`src/rtl/seq_arith_unit.sv`:
```
// seq_arith_unit: handshaked arithmetic unit (ADD, SUB, CMP, unsigned MUL).
// ADD/SUB/CMP finish in one cycle; MUL is a shift-add loop, one multiplier
// bit per cycle. The multiplier is only built when SEQ_ARITH_MUL_EN is
// defined. Without it, opcode 10 completes in one cycle and flags illegal.
//
// Handshake: a request is accepted on a rising edge where in_valid and
// in_ready are both high. A result is retired on a rising edge where
// out_valid and out_ready are both high. in_ready is high only in IDLE.
// out_valid is high only in DONE. While DONE waits, every result output
// holds its value. The unit never accepts a request in the same cycle that
// it retires a result.
module seq_arith_unit #(
   parameter int WIDTH = 8
) (
   input  logic             clk,
   input  logic             rst,
   input  logic             in_valid,
   output logic             in_ready,
   input  logic [1:0]       opCode,
   input  logic [WIDTH-1:0] A,
   input  logic [WIDTH-1:0] B,
   input  logic             CarryIN,
   output logic             out_valid,
   input  logic             out_ready,
   output logic [WIDTH-1:0] Y,
   output logic [WIDTH-1:0] Y_hi,
   output logic             CarryOUT,
   output logic             overflow,
   output logic             zero,
   output logic             negative,
   output logic             illegal,
   output logic [1:0]       dbg_state
);

   typedef enum logic [1:0] {
      IDLE = 2'd0,
      BUSY = 2'd1,
      DONE = 2'd2
   } state_t;

   state_t state, state_next;

   logic             accept;
   logic [WIDTH:0]   sum;
   logic [WIDTH:0]   diff;
   logic             add_ovf;
   logic             sub_ovf;

   assign accept    = in_valid && (state == IDLE);
   assign dbg_state = state;

   // Single-cycle results come straight from the live operands and are
   // captured at the accept edge.
   assign sum     = {1'b0, A} + {1'b0, B} + {{WIDTH{1'b0}}, CarryIN};
   assign diff    = {1'b0, A} - {1'b0, B} - {{WIDTH{1'b0}}, CarryIN};
   assign add_ovf = (A[WIDTH-1] == B[WIDTH-1]) && (sum[WIDTH-1]  != A[WIDTH-1]);
   assign sub_ovf = (A[WIDTH-1] != B[WIDTH-1]) && (diff[WIDTH-1] != A[WIDTH-1]);

`ifdef SEQ_ARITH_MUL_EN
   localparam int CW = $clog2(WIDTH);

   logic [WIDTH-1:0]   a_q;
   logic [WIDTH-1:0]   b_q;
   logic [CW-1:0]      cnt;
   logic [2*WIDTH-1:0] acc;
   logic [2*WIDTH-1:0] acc_next;
   logic               mul_last;

   // One shift-add step: add A shifted by the bit index when that multiplier bit is set.
   always_comb begin
      acc_next = acc;
      if (b_q[cnt]) begin
         acc_next = acc + ({{WIDTH{1'b0}}, a_q} << cnt);
      end
   end

   assign mul_last = (cnt == CW'(WIDTH - 1));

   // Multiplier operand capture and iteration registers.
   always_ff @(posedge clk) begin
      if (rst) begin
         a_q <= '0;
         b_q <= '0;
         cnt <= '0;
         acc <= '0;
      end else if (accept) begin
         a_q <= A;
         b_q <= B;
         cnt <= '0;
         acc <= '0;
      end else if (state == BUSY) begin
         acc <= acc_next;
         cnt <= cnt + CW'(1);
      end
   end
`endif

   // State register.
   always_ff @(posedge clk) begin
      if (rst) begin
         state <= IDLE;
      end else begin
         state <= state_next;
      end
   end

   // Next-state logic and handshake outputs.
   always_comb begin
      state_next = state;
      in_ready   = 1'b0;
      out_valid  = 1'b0;
      case (state)
         IDLE: begin
            in_ready = 1'b1;
            if (in_valid) begin
`ifdef SEQ_ARITH_MUL_EN
               state_next = (opCode == 2'b10) ? BUSY : DONE;
`else
               state_next = DONE;
`endif
            end
         end
         BUSY: begin
`ifdef SEQ_ARITH_MUL_EN
            if (mul_last) begin
               state_next = DONE;
            end
`else
            state_next = IDLE;
`endif
         end
         DONE: begin
            out_valid = 1'b1;
            if (out_ready) begin
               state_next = IDLE;
            end
         end
         default: state_next = IDLE;
      endcase
   end

   // Result registers: loaded only on entry to DONE, cleared by reset.
   always_ff @(posedge clk) begin
      if (rst) begin
         Y        <= '0;
         Y_hi     <= '0;
         CarryOUT <= 1'b0;
         overflow <= 1'b0;
         zero     <= 1'b0;
         negative <= 1'b0;
         illegal  <= 1'b0;
      end else if (accept) begin
         case (opCode)
            2'b00: begin
               Y        <= sum[WIDTH-1:0];
               Y_hi     <= '0;
               CarryOUT <= sum[WIDTH];
               overflow <= add_ovf;
               zero     <= (sum[WIDTH-1:0] == '0);
               negative <= sum[WIDTH-1];
               illegal  <= 1'b0;
            end
            2'b01: begin
               Y        <= diff[WIDTH-1:0];
               Y_hi     <= '0;
               CarryOUT <= diff[WIDTH];
               overflow <= sub_ovf;
               zero     <= (diff[WIDTH-1:0] == '0);
               negative <= diff[WIDTH-1];
               illegal  <= 1'b0;
            end
            2'b11: begin
               Y        <= '0;
               Y_hi     <= '0;
               CarryOUT <= diff[WIDTH];
               overflow <= sub_ovf;
               zero     <= (diff[WIDTH-1:0] == '0);
               negative <= diff[WIDTH-1];
               illegal  <= 1'b0;
            end
            default: begin
`ifdef SEQ_ARITH_MUL_EN
               // MUL results are loaded when the iteration finishes.
`else
               Y        <= '0;
               Y_hi     <= '0;
               CarryOUT <= 1'b0;
               overflow <= 1'b0;
               zero     <= 1'b0;
               negative <= 1'b0;
               illegal  <= 1'b1;
`endif
            end
         endcase
`ifdef SEQ_ARITH_MUL_EN
      end else if ((state == BUSY) && mul_last) begin
         Y        <= acc_next[WIDTH-1:0];
         Y_hi     <= acc_next[2*WIDTH-1:WIDTH];
         CarryOUT <= 1'b0;
         overflow <= (acc_next[2*WIDTH-1:WIDTH] != '0);
         zero     <= (acc_next == '0);
         negative <= 1'b0;
         illegal  <= 1'b0;
`endif
      end
   end

endmodule

```
`config.mk`:
```
export PLATFORM = sky130hd
export DESIGN_NAME = seq_arith_unit
export DESIGN_NICKNAME = d
export VERILOG_FILES = /design/src/rtl/seq_arith_unit.sv
export SDC_FILE = /design/constraint.sdc
export NUM_CORES = 1
export LEC_CHECK = 0
export CORE_MARGIN = 5
export CORE_UTILIZATION = 40
export DETAILED_ROUTE_END_ITERATION = 10
export PLACE_DENSITY = 0.77
export SLEW_MARGIN = 40
export SYNTH_ARGS = -nofsm -noshare
export SYNTH_HDL_FRONTEND = slang
export SYNTH_SLANG_ARGS = --single-unit
export TNS_END_PERCENT = 50
```
`constraint.sdc`:
```
create_clock -name clk -period 3.66 [get_ports clk]
set_clock_uncertainty 0.05 [all_clocks]
set_input_delay 0.732 -clock clk [delete_from_list [all_inputs] [get_ports clk]]
set_output_delay 0.732 -clock clk [all_outputs]
set_load 0.03 [all_outputs]
```
# Word-level counts from Yosys, hierarchy flattened
# Cells that the tools add are included.
# W data, S select, Z words.
op_classes:
  n_addsub: 4
  eq_ne: 9
  n_mux: 11
  reduce_logical: 10
op_table:
  columns: ["cell", "n"]
  rows:
  - ["$logic_not A8 Y1", 2]
  - ["$pmux W8 S2", 1]
  - ["$add A8 B8 Y9", 1]
  - ["$add A9 B1 Y9", 1]
  - ["$sub A8 B8 Y9", 1]
  - ["$sub A9 B1 Y9", 1]
  - ["$pmux W1 S2", 4]
  - ["$eq A2 B2 Y1 const B", 2]
  - ["$logic_not A2 Y1", 2]
  - ["$mux W2", 2]
  - ["$ne A2 B2 Y1 const B", 2]
  - ["$pmux W2 S2", 1]
  - ["$logic_and A1 B1 Y1", 3]
  - ["$mux W1", 3]
  - ["$ne A1 B1 Y1", 3]
  - ["$reduce_or A3 Y1", 1]
  - ["$eq A2 B1 Y1 const B", 1]
  - ["$reduce_and A2 Y1", 1]
  - ["$reduce_or A2 Y1", 1]
  - ["$eq A1 B1 Y1", 1]
totals:
  ff_bits: 15
  in_bits: 23
  out_inout_bits: 25

# Depth between registers and ports, before layout
logic_depth:
  ltp_word: 5
  depth_mapped: 11
  depth_no_buf: 10

# Worst setup path before layout
# No wires, ideal clock.
synth_path:
  path_type: "input to register"
  startpoint: "input port B[0]"
  endpoint: "register Y[6]"
  setup_ns: 0.071
  arrival_time_ns: 3.030
  required_time_ns: 3.539
  slack_ns: 0.510
  cell_stages: 9
  path_buffers: 0
  cell_sequence: "inv_1 -> fa_1 -> fa_1 -> nand2b_1 -> a2111oi_0 -> nor2_1 -> xnor2_1 -> a2111o_1 -> a21oi_1"
synth_between:
  elab_chain_len: 3
  elab_cells_between_ends: 5
synth_rtl:
  columns: ["item", "line", "source"]
  rows:
  - ["from (decl)", "21", "input logic [WIDTH-1:0] B,"]
  - ["$sub A8 B8 Y9 or $add A8 B8 Y9 (tied branches)", "55, 54", null]
  - ["$sub A9 B1 Y9 or $add A9 B1 Y9 (tied branches)", "55, 54", null]
  - ["$pmux W8 S2 (*)", "153", "case (opCode)"]
  - ["to (signal assigned)", "155", "Y <= sum[WIDTH-1:0];"]
  - ["to (signal assigned)", "164", "Y <= diff[WIDTH-1:0];"]
  - ["to (decl)", "25", "output logic [WIDTH-1:0] Y,"]
# Mark *: on every way between the ends. The rest lies on a longest branch, timed or not.
# A chain may end at the register's enable or synchronous reset.

# Worst setup path after layout
# Ends and elaborated chain as after synthesis.

==> results.toml <==
[logic_synthesis]
synth_edf_count = 0
syn_area_um2 = 1720
synthCells = 231
synth_top_family_by_area = "simple AND/OR/NAND/NOR gates"
synthAdderAreaFrac_pct = 20.0
synthMuxAreaShare_pct = 2.40
syn_avg_cell_area_um2 = 7.44
synth-simple-area-share_pct = 21.8
ys.flop_type = "dfxtp_1"
synth_top_area_share_pct = 16.3
synth_xor_area_share_pct = 5.61
synth_area_leaders = "dfxtp_1 (16%), ha_1 (15%), inv_1 (6.3%)"
synth.most_common_cell = "inv_1"
synthTopCellsByCount = "inv_1 (29), nor2_1 (27), ha_1 (21)"
ys_ff_latch = 14
ys_types = 50
synth-compound-area-share_pct = 20.7
synth_area_leader_cell = "dfxtp_1"
synth_async_sr_flop_share_pct = 0
seq_area_frac_synth_pct = 16.3
ys.warnings.count = 0

[die]
start_util_pct = 42.0
rows = 23
core_um2 = 4090
pin_count = 48
dieArea_um2 = 5710
dieHeight_um = 75.5
die_w_um = 75.5

[clock_tree]
cts.sinks = 14
cts_tree = "done"
path_clk_slew_ps = 60
clock_latency_ps = 240
clock_tree.buffer_depth = 2
cts_buffers = 3
postCtsHoldBufs = 0
cts_root_buffer = "clkbuf_8"
ctsHtreeMaxLevel = 1

[worst_setup_path]
critPathCaptureType = "register"
required_ps = 3780
path_class = "input pin to register"
crit_path_max_fanout = 2
cp.arrival_ps = 3500
r2r_slack_ps = 1940
cp-start-kind = "input pin"

[power_and_ir_drop]
leakage_nw = 0.971
vdd_ir_drop_max_v = 0.000112
cellPowerDensity_nw_per_um2 = 302

[sta]
hold_violations = 0
fmax_mhz = 296
setup_violations = 0
tightest_slew_ps = 610
slew_viol_final = 0
rsz0062_at_grt = "false"
finalCriticalPeriod_ps = 3380
slew_headroom_pct = 59.2
holdWs_ps = 408
period_share_pct = 92.4

[drt]
drt_iter0_drc = 73
dr.pass1.iters = 4
routed-via-count = 1683
routed_via_density = 5.15
wl_per_cell_um = 12.2
routed_wl_um = 3980
drc = 0
drtAntennaViolNets = 0

[status]
outcome = "complete, no violations"

[final_layout]
nets = 326
final-instance-count-excl-fill = 327
diodes = 0
drive_gt1_share_pct = 7.58
syn2layout_area_growth_pct = 30.6

[placed_design]
port_buffers = 38
dp_cells = 323
gp_congestion = 0.821
dp_hpwl_um = 3380

[global_routing]
grt_overflow = 0
grt_max_degree = 20
grt_pass1_vias = 1511
grtUsageTotal_pct = 14.6
grt_first_pass_wirelength_um = 6620
antenna_found_initial = 0

[worst_hold_path]
worstHoldPathType = "register to register"

[job]
max-cap-violations = 0
-- per-stage QoR --
stage / worst slack (ps) / total power (W) / setup TNS (ps) / utilization, % / instance area (um^2)
3_5_place_dp: -41.6 / 0.000528 / -41.6 / 53.4 / 2180
5_1_grt: 103 / 0.000732 / 0 / 54.9 / 2240
6_report: 276 / 0.000678 / 0 / 54.9 / 2240
2_1_floorplan: 510 / 0.000417 / 0 / - / 1750
3_3_place_gp: -27.8 / 0.000522 / -27.8 / 53.4 / 2180
4_1_cts: 217 / 0.000679 / 0 / 54.7 / 2240
-- kinds of logic (layout without fill, tap and decap cells) --
logic type / after synthesis / count (layout)
and+or+nand+nor: 77 / 77
AOI/OAI and AO/OA: 52 / 52
buffers and inverters: 47 / 85
adders and majority gates: 25 / 25
DFF: 14 / 14
xor gates and xnor gates: 11 / 11
muxes: 4 / 4
other: 1 / 9
-- final cells by class --
type,instances,area [um^2]
clock buffer,4,55.1
fill,399,1840
inverter,29,109
multi-input combinational,178,1250
sequential,14,280
tap,50,62.6
timing repair buffer,52,485
-- final timing paths --
| kind | to | from | cells past startpoint |
|---|---|---|---|
| worst max-delay path | Y[6]$_SDFFE_PP0P_ | B[0] | 11 |
| worst min-delay path | Y[5]$_SDFFE_PP0P_ | Y[5]$_SDFFE_PP0P_ | 2 |
| worst max register to register | Y[4]$_SDFFE_PP0P_ | dbg_state[1]$_SDFFE_PP0P_ | 4 |
| worst min register to register | Y[5]$_SDFFE_PP0P_ | Y[5]$_SDFFE_PP0P_ | 2 |
-- layer usage --
metal	part of all wire [%]	global-route usage (%)	vias to the layer above
li1	-	-	879
met1	45	19.2	757
met2	47	24.9	40
met3	5.9	1.58	7
met4	1.4	5.05	0
met5	0	0	-
-- repair_timing --
action | 4_1_cts | 5_1_grt
endpoints found under the setup margin | 0 | 1
resized for setup | 0 | 2
setup buffers | 0 | 0
-- report_power, final --
part | switching [W] | leakage, nW | total, W | internal [W]
clock | 0.0000536 | 0.0288 | 0.000149 | 0.0000952
combinational | 0.000198 | 0.828 | 0.000359 | 0.000161
sequential | 0.00000632 | 0.115 | 0.000170 | 0.000164
total | 0.000258 | 0.971 | 0.000678 | 0.000420
-- state kept, by name (all words and copies together) (netlist names) --
| name | flops |
|---|---|
| illegal | 1 |
| dbg_state | 1 |
| CarryOUT | 1 |
| Y | 8 |
| zero | 1 |
| overflow | 1 |
| negative | 1 |
-- cell usage in the layout, fill, tap and decap left out, types with 2 or more instances in the layout --
cell type	count
o211ai_1	2
clkbuf_8	4
nand3_1	4
ha_1	21
nor4_1	4
o21ai_0	4
a2111oi_0	3
a21oi_1	20
clkdlybuf4s50_1	38
mux2i_1	3
a2111o_1	2
nor2_1	27
nand2b_1	5
dfxtp_1	14
nand2_1	17
nor3_1	5
fa_1	4
conb_1	9
a211o_1	2
xnor2_1	10
a211oi_1	4
buf_4	14
a311oi_1	2
nor2b_1	4
nand4_1	2
inv_1	29
-- worst max-delay path: stages --
cell and delay, ps:
clkdlybuf4s50_1 470, inv_1 60, fa_1 430, fa_1 390, nand2b_1 180, a2111oi_2 360
buf_4 160, nor2_1 40, xnor2_1 140, a2111o_1 400, a21oi_1 140
No activity file was read; power rests on OpenSTA's default activity.
